===== config.mk =====
export PLATFORM = sky130hd
export DESIGN_NAME = flop_pipe
export DESIGN_NICKNAME = d
export VERILOG_FILES = /design/src/rtl/flop_pipe_pkg.sv /design/src/rtl/flop_pipe_stage.sv /design/src/rtl/flop_pipe.sv
export SDC_FILE = /design/constraint.sdc
export NUM_CORES = 1
export LEC_CHECK = 0
export ABC_CLOCK_PERIOD_IN_PS = 2230
export CAP_MARGIN = 15
export CORE_MARGIN = 5
export CORE_UTILIZATION = 23
export DETAILED_ROUTE_END_ITERATION = 8
export GPL_ROUTABILITY_DRIVEN = 0
export HOLD_SLACK_MARGIN = 0.1
export PLACE_DENSITY = 0.54
export SLEW_MARGIN = 10
export SYNTH_ARGS = -nofsm -noshare
export SYNTH_HDL_FRONTEND = slang
export SYNTH_SLANG_ARGS = --single-unit

===== constraint.sdc =====
create_clock -name clk -period 2.23 [get_ports clk]
set_clock_uncertainty 0.15 [all_clocks]
set_input_delay 0.223 -clock clk [delete_from_list [all_inputs] [get_ports clk]]
set_output_delay 0.223 -clock clk [all_outputs]
set_load 0.02 [all_outputs]

===== src/rtl/flop_pipe_pkg.sv =====
// flop_pipe_pkg: shared constants and helpers for the elastic pipeline register
package flop_pipe_pkg;
  localparam int MAX_DEPTH = 8;
  function automatic int occ_width(input int depth);
    return $clog2(depth + 1);
  endfunction
endpackage


===== src/rtl/flop_pipe_stage.sv =====
// flop_pipe_stage: one valid+data register of the elastic pipeline
module flop_pipe_stage #(
  parameter int WIDTH = 32,
  parameter logic [WIDTH-1:0] RESET_VAL = '0
) (
  input  logic             clk,
  input  logic             reset,
  input  logic             flush,
  input  logic             adv,
  input  logic             src_valid,
  input  logic [WIDTH-1:0] src_data,
  output logic             valid,
  output logic [WIDTH-1:0] data
);
  always_ff @(posedge clk) begin
    if (reset) begin
      valid <= 1'b0;
      data  <= RESET_VAL;
    end else begin
      valid <= !flush && (adv ? src_valid : valid);
      if (adv && src_valid && !flush) data <= src_data;
    end
  end
endmodule


===== src/rtl/flop_pipe.sv =====
// flop_pipe: DEPTH-stage elastic pipeline with valid/ready, flush and occupancy count
module flop_pipe
  import flop_pipe_pkg::*;
#(
  parameter int WIDTH = 32,
  parameter int DEPTH = 1,
  parameter logic [WIDTH-1:0] RESET_VAL = '0
) (
  input  logic                            clk,
  input  logic                            reset,
  input  logic                            flush,
  input  logic                            in_valid,
  output logic                            in_ready,
  input  logic [WIDTH-1:0]                in_data,
  output logic                            out_valid,
  input  logic                            out_ready,
  output logic [WIDTH-1:0]                out_data,
  output logic [occ_width(DEPTH)-1:0]     occupancy
);
  localparam int OW = occ_width(DEPTH);
  if (DEPTH < 1 || DEPTH > MAX_DEPTH) begin : g_bad_depth
    $fatal(1, "flop_pipe: DEPTH must be within 1..%0d", MAX_DEPTH);
  end
  logic [DEPTH-1:0] valid;
  logic [DEPTH-1:0] adv;
  logic [WIDTH-1:0] data [DEPTH];
  logic             in_xfer;
  logic             out_xfer;
  always_comb begin
    logic a;
    a   = out_ready;
    adv = '0;
    for (int i = DEPTH - 1; i >= 0; i--) begin
      a      = a | ~valid[i];
      adv[i] = a;
    end
  end
  assign in_ready  = adv[0] & ~flush;
  assign out_valid = valid[DEPTH-1];
  assign out_data  = data[DEPTH-1];
  assign in_xfer   = in_valid & in_ready;
  assign out_xfer  = out_valid & out_ready;
  for (genvar i = 0; i < DEPTH; i++) begin : g_stage
    logic             sv;
    logic [WIDTH-1:0] sd;
    if (i == 0) begin : g_head
      assign sv = in_xfer;
      assign sd = in_data;
    end else begin : g_body
      assign sv = valid[i-1];
      assign sd = data[i-1];
    end
    flop_pipe_stage #(.WIDTH(WIDTH), .RESET_VAL(RESET_VAL)) u_stage (
      .clk       (clk),
      .reset     (reset),
      .flush     (flush),
      .adv       (adv[i]),
      .src_valid (sv),
      .src_data  (sd),
      .valid     (valid[i]),
      .data      (data[i])
    );
  end
  always_ff @(posedge clk) begin
    if (reset || flush) occupancy <= '0;
    else occupancy <= occupancy + OW'(in_xfer) - OW'(out_xfer);
  end
endmodule


Yosys cells after proc, flatten, opt, wreduce, memory -nomap -nowiden
Index checks and enable logic that the tools add are counted.

storage, ports and cells
  logic and storage cells = 17
  output and inout bits = 35
  bits in registers = 34
  input port bits = 37

cells by class
  $add $sub $neg = 2
  reduce and logical (&&, ||, !) cells = 5
  bitwise logic cells = 6
  muxes and demuxes = 1

operator list
  cell               number
  $and 1x1->1        3
  $logic_and 1x1->1  3
  $not 1->1          2
  $add 1x1->1        1
  $logic_not 1->1    1
  $logic_or 1x1->1   1
  $mux 1             1
  $or 1x1->1         1
  $sub 1x1->1        1

Depth between registers and ports, before layout
Gate-level depths: netlist (run 1).

  word-level depth = 6
  depth in mapped cells = 5
  gate-level depth less buffers = 3

Cells and area by module
From an unflattened synthesis (run 1), not the netlist that was laid out.

second synthesis, totals
  cell total of the unflattened synthesis = 152
  area total of the unflattened synthesis = 1584.0 µm²

modules (own cells, without submodules)
  module           cells an instance  area each (µm²)  instances  seq. area each (µm²)
  flop_pipe_stage  143                1503.9           1          660.6
  flop_pipe        9                  80.1             1          20.0

Worst setup path before layout (run 1)
OpenSTA, ideal clock, no wires.

  path kind = flip-flop to flip-flop
  start point = register g_stage[0].u_stage.valid
  end point = register g_stage[0].u_stage.data[0]
  data required time = 2.008 ns
  period minus slack after synthesis = 1.361 ns
  library setup time = 0.072 ns
  data arrival time = 1.140 ns
  path buffers = 2
  stages on the path, launching flop included = 6
  path slack = 0.869 ns
  cells stage by stage = dfxtp_1 nor2b_4 nor3b_2 buf_6 buf_12 mux2i_1

on the way
  longest elaborated chain between the ends = 6

ends and longest elaborated chain
  what                                RTL line               source
  start, declared                     flop_pipe_stage.sv:12  output logic valid,
  start signal, assigned              flop_pipe_stage.sv:20  valid <= !flush && (adv ? src_valid : valid);
  $not 1->1 (*)                       flop_pipe.sv:34        a = a | ~valid[i];
  $or 1x1->1 (*)                      flop_pipe.sv:34
  $and 1x1->1                         flop_pipe.sv:38        assign in_ready = adv[0] & ~flush;
  $and 1x1->1                         flop_pipe.sv:41        assign in_xfer = in_valid & in_ready;
  $logic_and 1x1->1 (*) (2 in a row)  flop_pipe_stage.sv:21  if (adv && src_valid && !flush) data <= src_data;
  end signal, assigned                flop_pipe_stage.sv:21
  end, declared                       flop_pipe_stage.sv:13  output logic [WIDTH-1:0] data

Every way passes the cells marked *; elsewhere a longest branch is shown, timed or not.
A chain may end at the register's enable or synchronous reset.

Worst setup path after layout (run 1)
  start point = input port out_ready
  end point = output port in_ready

on the way
  longest elaborated chain between the ends = 2

ends and longest elaborated chain
  what             RTL line         source
  start, declared  flop_pipe.sv:16  input logic out_ready,
  $or 1x1->1       flop_pipe.sv:34
  $and 1x1->1      flop_pipe.sv:38
  end, declared    flop_pipe.sv:13  output logic in_ready,

No other way between the ends.

==> results of run 1 <==
cells in the final DEF (no fill, tap or decap):
cell type | netlist | final
clkinv_2 | 0 | 2
dfxtp_1 | 34 | 34
buf_12 | 3 | 1
clkbuf_8 | 0 | 5
bufinv_16 | 0 | 1
nor2b_4 | 1 | 1
nor2_1 | 2 | 2
mux2i_1 | 32 | 32
buf_4 | 0 | 1
and3_1 | 1 | 1
clkdlybuf4s50_1 | 0 | 71
a21oi_1 | 1 | 1
nor3b_4 | 0 | 1
nand3b_1 | 1 | 1
o21a_1 | 2 | 2
nand2b_1 | 65 | 65
worst register-to-register path, delay by kind of cell (launching register included):
family | cells | cell delay, ns
DFF | 1 | 0.34
muxes | 1 | 0.23
buffers and inverters | 1 | 0.27
and+or+nand+nor | 2 | 0.36
per-stage QoR:
stage / cells / instance area, µm²
CTS: 301 / 2430
detailed placement: 293 / 2320
floorplan: 151 / 1570
global route: 301 / 2430
global placement: 293 / 2320
finish: 301 / 2430
how the worst min path moves through the flow:
| stage | startpoint | to | slack (ns) | cells after the start |
|---|---|---|---|---|
| 2_1_floorplan | in_valid | g_stage[0].u_stage.valid$_SDFF_PP0_ | 0.20 | 1 |
| 3_3_place_gp | g_stage[0].u_stage.data[30]$_SDFFE_PP0P_ | g_stage[0].u_stage.data[30]$_SDFFE_PP0P_ | 0.31 | 2 |
| 3_5_place_dp | g_stage[0].u_stage.data[21]$_SDFFE_PP0P_ | g_stage[0].u_stage.data[21]$_SDFFE_PP0P_ | 0.31 | 2 |
| 4_1_cts | g_stage[0].u_stage.data[20]$_SDFFE_PP0P_ | g_stage[0].u_stage.data[20]$_SDFFE_PP0P_ | 0.33 | 2 |
| 5_1_grt | g_stage[0].u_stage.data[3]$_SDFFE_PP0P_ | g_stage[0].u_stage.data[3]$_SDFFE_PP0P_ | 0.34 | 2 |
| 6_report | g_stage[0].u_stage.data[20]$_SDFFE_PP0P_ | g_stage[0].u_stage.data[20]$_SDFFE_PP0P_ | 0.32 | 2 |
power by group through the flow:
| stage | Clock, mW | Sequential, mW | Combinational (mW) |
|---|---|---|---|
| after floorplan | 0 | 0.707 | 0.107 |
| after global placement | 0 | 0.669 | 0.281 |
| after detailed placement | 0 | 0.669 | 0.281 |
| after CTS | 0.597 | 0.655 | 0.282 |
| after global routing | 0.612 | 0.660 | 0.297 |
| final | 0.560 | 0.655 | 0.276 |
final cells by class:
| cell class | instances | area (µm²) | area share [%] |
|---|---|---|---|
| multi-input cells | 106 | 801 | 33.0 |
| repair buffers | 73 | 738 | 30.4 |
| flip-flops and latches | 34 | 681 | 28.0 |
| well taps | 80 | 100 | 4.12 |
| clock buffers | 5 | 68.8 | 2.83 |
| clock inverters | 3 | 40.0 | 1.65 |
flip-flops by register name, indices dropped and copies added, names as in the netlist:
register,flops
g_stage.u_stage.data,32
g_stage.u_stage.valid,1
occupancy,1
kinds of logic (layout without fill, tap and decap cells):
family	after synthesis	in the layout	share of synthesized area, %
buf+inv	11	81	6.28
mux	32	32	20.3
simple gates	71	71	28.9
compound gates	3	3	1.27
flops	34	34	43.2
routing by layer:
layer | GRT usage, % | vias to the layer above | share of wire, %
li1 | - | 621 | -
met1 | 9.36 | 531 | 45
met2 | 13.1 | 41 | 46
met3 | 3.82 | 4 | 8.0
met4 | 2.93 | 0 | 0.90
met5 | 0 | - | 0
==> out/metrics.yaml, run 1 <==
drt_iter0_drc: 29
ys_types: 14
synthFlopType: "dfxtp_1"
synth_edf_count: 0
grt_max_degree: 66
startpoint: "out_ready"
r2r_setup_slack_ns: 0.81
cts_inserted_buffers: 5
timing_worst_setup_path_type: "primary input to output pin"
antenna_cells: 0
htree_levels: 2
fp.dieArea_mm2: 0.00860
power.switching_mw: 0.359
slowest_delay_ns: 0.60
grt_pass1_vias: 1199
reg2reg_depth: 4
grt_usage_pct: 8.10
timing.hold.ws_ns: 0.320
crit_path_top_delay_cell: "clkdlybuf4s50_1"
antenna_found_initial: 0
yosys_warnings: 0
maxCapViolCount: 0
outcome: "complete, no violations"
seqPwrFrac_pct: 43.9
cts_tree: "yes"
r2r_start: "g_stage[0].u_stage.valid$_SDFF_PP0_"
synth_common_cells: "65 x nand2b_1, 34 x dfxtp_1, 32 x mux2i_1"
combPwrFrac_pct: 18.5
cp_max_fo: 3
fill_cells: 681
core_area_mm2: 0.00672
end_kind: "output pin"
cp.depth: 4
ios: 72
yosysTopAreaCell: "dfxtp_1"
rows: 30
nets: 257
synth_top_cell_area_share_pct: 43.2
routed_wirelength_mm: 3.43
cts-resized-gates: 0
r2r-end: "g_stage[0].u_stage.data[5]$_SDFFE_PP0P_"
synthTopCellsByArea: "dfxtp_1 43%, nand2b_1 26%, mux2i_1 20%, buf_12 3.8%, clkbuf_1 1.4%"
async_reset_ff_share_pct: 0
critPathCapture: "in_ready"
clkPwrFrac_pct: 37.6
worst_slew_pin_slew_ns: 0.435
ant_nets: 0
start_kind: "primary input"
crit_arrival_ns: 1.51
p_per_area_mw_per_mm2: 614
postCtsHoldBufs: 0
clk-insertion-delay-late_ns: 0.28
path_buf_inv: 2
relSlewSlack_pct: 71.0
syn-cell-area_mm2: 0.00157
p_int_mw: 1.13
finalHoldViolCount: 0
port_buffers: 71
drive_gt1_share_pct: 5.43
yosysMostFrequentCell: "nand2b_1"
die_h_um: 92.7
syn_area_per_cell_um2: 10.4
drt-vias-per-instance: 3.98
vias: 1197
peakVddDrop_mv: 0.206
setup_violations: 0
finalPower_mw: 1.49
worst_ep_required_time_ns: 1.86
clock_path_buffers: 2
utilization_pct: 36.1
worstPathCellList: "clkdlybuf4s50_1, nor2b_4, nor2_1, clkdlybuf4s50_1"
gr-total-overflow: 0
grt_setup_unrepaired: "false"
cts_num_sinks: 34
fin_tns_setup_ns: 0
min_period_ns: 1.88
dpl.hpwl_mm: 2.33
start_util_pct: 23.4
leakage_nw: 0.883
postCtsSetupBuffers: 0
crit_family: "buffers and inverters"
place_ws_ns: 0.344
synth_fp_nets: 188
area_growth_pct: 54.3
crit_top_cell: "clkdlybuf4s50_1"
holdCritPathClass: "flip-flop to flip-flop"
ys_seq_area_share_pct: 43.2
finalWorstSetupSlack_ns: 0.349
die_w_um: 92.7
wire_per_inst_um: 11.4
swShare_pct: 24.1
drc: 0
dr.pass1.iters: 4
cts.clk_slew.worst_paths_ns: 0.07
synth.ff_latch_count: 34
fmax_ghz: 0.532
period_share_pct: 84.3
syn_inst: 151
cts_root_buffer: "clkbuf_8"
maxSlewViolCount: 0
grt_pass1_wl_mm: 5.58
(Power assumes the default switching activity.)
==> run 2: changes to the inputs <==
--- a/config.mk
+++ b/config.mk
@@ -5,14 +5,14 @@
 export SDC_FILE = /design/constraint.sdc
 export NUM_CORES = 1
 export LEC_CHECK = 0
-export ABC_CLOCK_PERIOD_IN_PS = 2230
+export ABC_CLOCK_PERIOD_IN_PS = 1500
 export CAP_MARGIN = 15
 export CORE_MARGIN = 5
 export CORE_UTILIZATION = 23
 export DETAILED_ROUTE_END_ITERATION = 8
 export GPL_ROUTABILITY_DRIVEN = 0
 export HOLD_SLACK_MARGIN = 0.1
-export PLACE_DENSITY = 0.54
+export PLACE_DENSITY = 0.55
 export SLEW_MARGIN = 10
 export SYNTH_ARGS = -nofsm -noshare
 export SYNTH_HDL_FRONTEND = slang
==> constraint.sdc (replaced) <==
create_clock -name clk -period 1.5 [get_ports clk]
set_clock_uncertainty 0.15 [all_clocks]
set_input_delay 0.15 -clock clk [delete_from_list [all_inputs] [get_ports clk]]
set_output_delay 0.15 -clock clk [all_outputs]
set_load 0.02 [all_outputs]
==> run 2 against run 1 <==
Against the previous run: first-iteration DRC count is 3.4% lower; final cell count is 1.0% higher; setup slack got worse by 0.24 ns; die area unchanged; sequential share of layout area is 0.20 points higher; via count is 2.9% higher; critical endpoint is now g_stage[0].u_stage.data[29]$_SDFFE_PP0P_; largest power group unchanged.
==> out/metrics.yaml, run 2 (synthesized netlist as in run 1, its figures left out) <==
finalPower_mw: 2.07  # +39%
fin_tns_setup_ns: 0  # unchanged
grt_pass1_wl_mm: 5.87  # +5.2%
gr-total-overflow: 0  # unchanged
cts.clk_slew.worst_paths_ns: 0.07  # about the same
routed_wirelength_mm: 3.47  # +1.2%
reg2reg_depth: 4  # unchanged
die_w_um: 92.7  # unchanged
fp.dieArea_mm2: 0.00860  # unchanged
period_share_pct: 92.8
regMostFlops: "g_stage.u_stage.data"
grt_usage_pct: 8.44  # +0.34 points
timing.hold.ws_ns: 0.281  # -0.0390 ns
hp-start: "in_data[14]"
power.switching_mw: 0.527  # +47%
ant_nets: 0  # unchanged
seqPwrFrac_pct: 46.9  # +3.0 points
crit_path_top_delay_cell: "clkdlybuf4s50_1"
r2r_setup_slack_ns: 0.13  # -0.68 ns
setup_violations: 0  # unchanged
dpl.hpwl_mm: 2.46  # +5.7%
clock_path_buffers: 2  # unchanged
maxCapViolCount: 0  # unchanged
startpoint: "out_ready"
wire_per_inst_um: 11.4  # +0.20%
p_per_area_mw_per_mm2: 858  # +40%
timing_worst_setup_path_type: "primary input to flip-flop"
vias: 1232  # +2.9%
utilization_pct: 35.9  # -0.26 points
antenna_found_initial: 0  # unchanged
drt-vias-per-instance: 4.05  # +1.9%
r2r_start: "g_stage[0].u_stage.valid$_SDFF_PP0_"
antenna_cells: 0  # unchanged
grt_setup_unrepaired: "false"
htree_levels: 2  # unchanged
finalHoldViolCount: 0  # unchanged
cts_root_buffer: "clkbuf_8"
largestRegisters: "g_stage.u_stage.data x32, g_stage.u_stage.valid x1, occupancy x1"
swShare_pct: 25.5  # +1.4 points
worst_ep_required_time_ns: 1.56  # -0.30 ns
cp_max_fo: 16  # +13
r2r-end: "g_stage[0].u_stage.data[29]$_SDFFE_PP0P_"
peakVddDrop_mv: 0.299  # +46%
final_common_cell: "nand2b_1"
largest_reg_flops: 32  # unchanged
ios: 72  # unchanged
grt_pass1_vias: 1283  # +7.0%
die_h_um: 92.7  # unchanged
holdCritPathClass: "primary input to flip-flop"
port_buffers: 71  # unchanged
outcome: "complete, no violations"
core_area_mm2: 0.00672  # unchanged
end_kind: "flip-flop"
start_util_pct: 23.4  # unchanged
worstPathCellList: "clkdlybuf4s50_1, nor2b_4, nor3b_4, buf_12, mux2i_1"
min_period_ns: 1.39
layout_common_cells: "65 x nand2b_1, 36 x clkdlybuf4s50_1, 34 x dfxtp_1, 34 x dlygate4sd2_1, 32 x mux2i_1"
grt_max_degree: 66  # unchanged
cts_tree: "yes"
cts_num_sinks: 34  # unchanged
worst_slew_pin_slew_ns: 0.283  # -0.152 ns
clk-insertion-delay-late_ns: 0.28  # about the same
relSlewSlack_pct: 81.1  # +10 points
drc: 0  # unchanged
crit_arrival_ns: 1.45  # -0.06 ns
p_int_mw: 1.54  # +36%
dr.pass1.iters: 4  # unchanged
start_kind: "primary input"
maxSlewViolCount: 0  # unchanged
nets: 260  # +1.2%
critPathCapture: "g_stage[0].u_stage.data[29]$_SDFFE_PP0P_"
drive_gt1_share_pct: 6.70  # +1.3 points
combPwrFrac_pct: 18.9  # +0.4 points
fmax_ghz: 0.719
rows: 30  # unchanged
leakage_nw: 1.04  # +18%
cts_inserted_buffers: 5  # unchanged
area_growth_pct: 53.2
clkPwrFrac_pct: 34.2  # -3.4 points
drt_iter0_drc: 28  # -3.4%
slowest_delay_ns: 0.52  # -0.08 ns
[run 2: cell type report]
| class | count | area [µm²] |
|---|---|---|
| fillers | 719 | 4310 |
| multi-input cells | 106 | 801 |
| repair buffers | 76 | 738 |
| flip-flops and latches | 34 | 681 |
| well taps | 80 | 100 |
| clock buffers | 7 | 86.3 |
| clock inverters | 1 | 5.00 |
[run 2: power by group through the flow]
stage / clock network, mW / logic (mW) / registers (mW)
after floorplan: 0 / 0.158 / 1.05
after global placement: 0 / 0.431 / 0.994
after detailed placement: 0 / 0.432 / 0.994
after CTS: 0.758 / 0.400 / 0.971
after global routing: 0.792 / 0.425 / 0.977
final: 0.707 / 0.392 / 0.970
[run 2: critical path: cells and delay by family]
kind | cells | cell delay, ns
buffers and inverters | 2 | 0.73
AND/OR/NAND/NOR | 2 | 0.35
multiplexers | 1 | 0.20
[run 2: repair_timing]
item / in CTS / in global routing
setup buffers: 0 / 0
hold buffers: 0 / 0
hold endpoints to repair: 0 / 0
gates resized for setup: 35 / 2
pin swaps: 0 / 0
setup endpoints to repair: 35 / 1
[run 2: routing by layer]
layer / track usage, % / routed length, µm / vias up
met5: 0 / 0 / -
met4: 3.66 / 61 / 0
met3: 2.92 / 221 / 7
met2: 13.7 / 1590 / 39
met1: 10.1 / 1600 / 558
li1: - / - / 628
[run 2: worst min-delay path by stage]
stage                     cells after the start                                        to  slack, ns
after global placement                        2  g_stage[0].u_stage.data[28]$_SDFFE_PP0P_       0.31
after global routing                          3  g_stage[0].u_stage.data[22]$_SDFFE_PP0P_       0.29
final                                         3  g_stage[0].u_stage.data[14]$_SDFFE_PP0P_       0.28
after CTS                                     3  g_stage[0].u_stage.data[10]$_SDFFE_PP0P_       0.27
after floorplan                               1       g_stage[0].u_stage.valid$_SDFF_PP0_       0.12
after detailed placement                      2  g_stage[0].u_stage.data[18]$_SDFFE_PP0P_       0.31
[run 2: per-stage QoR]
step                      instances  instance area (µm²)  setup slack [ns]
after floorplan                 151                 1570             0.139
after global placement          296                 2370            -0.238
after detailed placement        296                 2370            -0.247
after CTS                       304                 2410            0.0114
after global routing            304                 2410            0.0379
final                           304                 2410             0.109
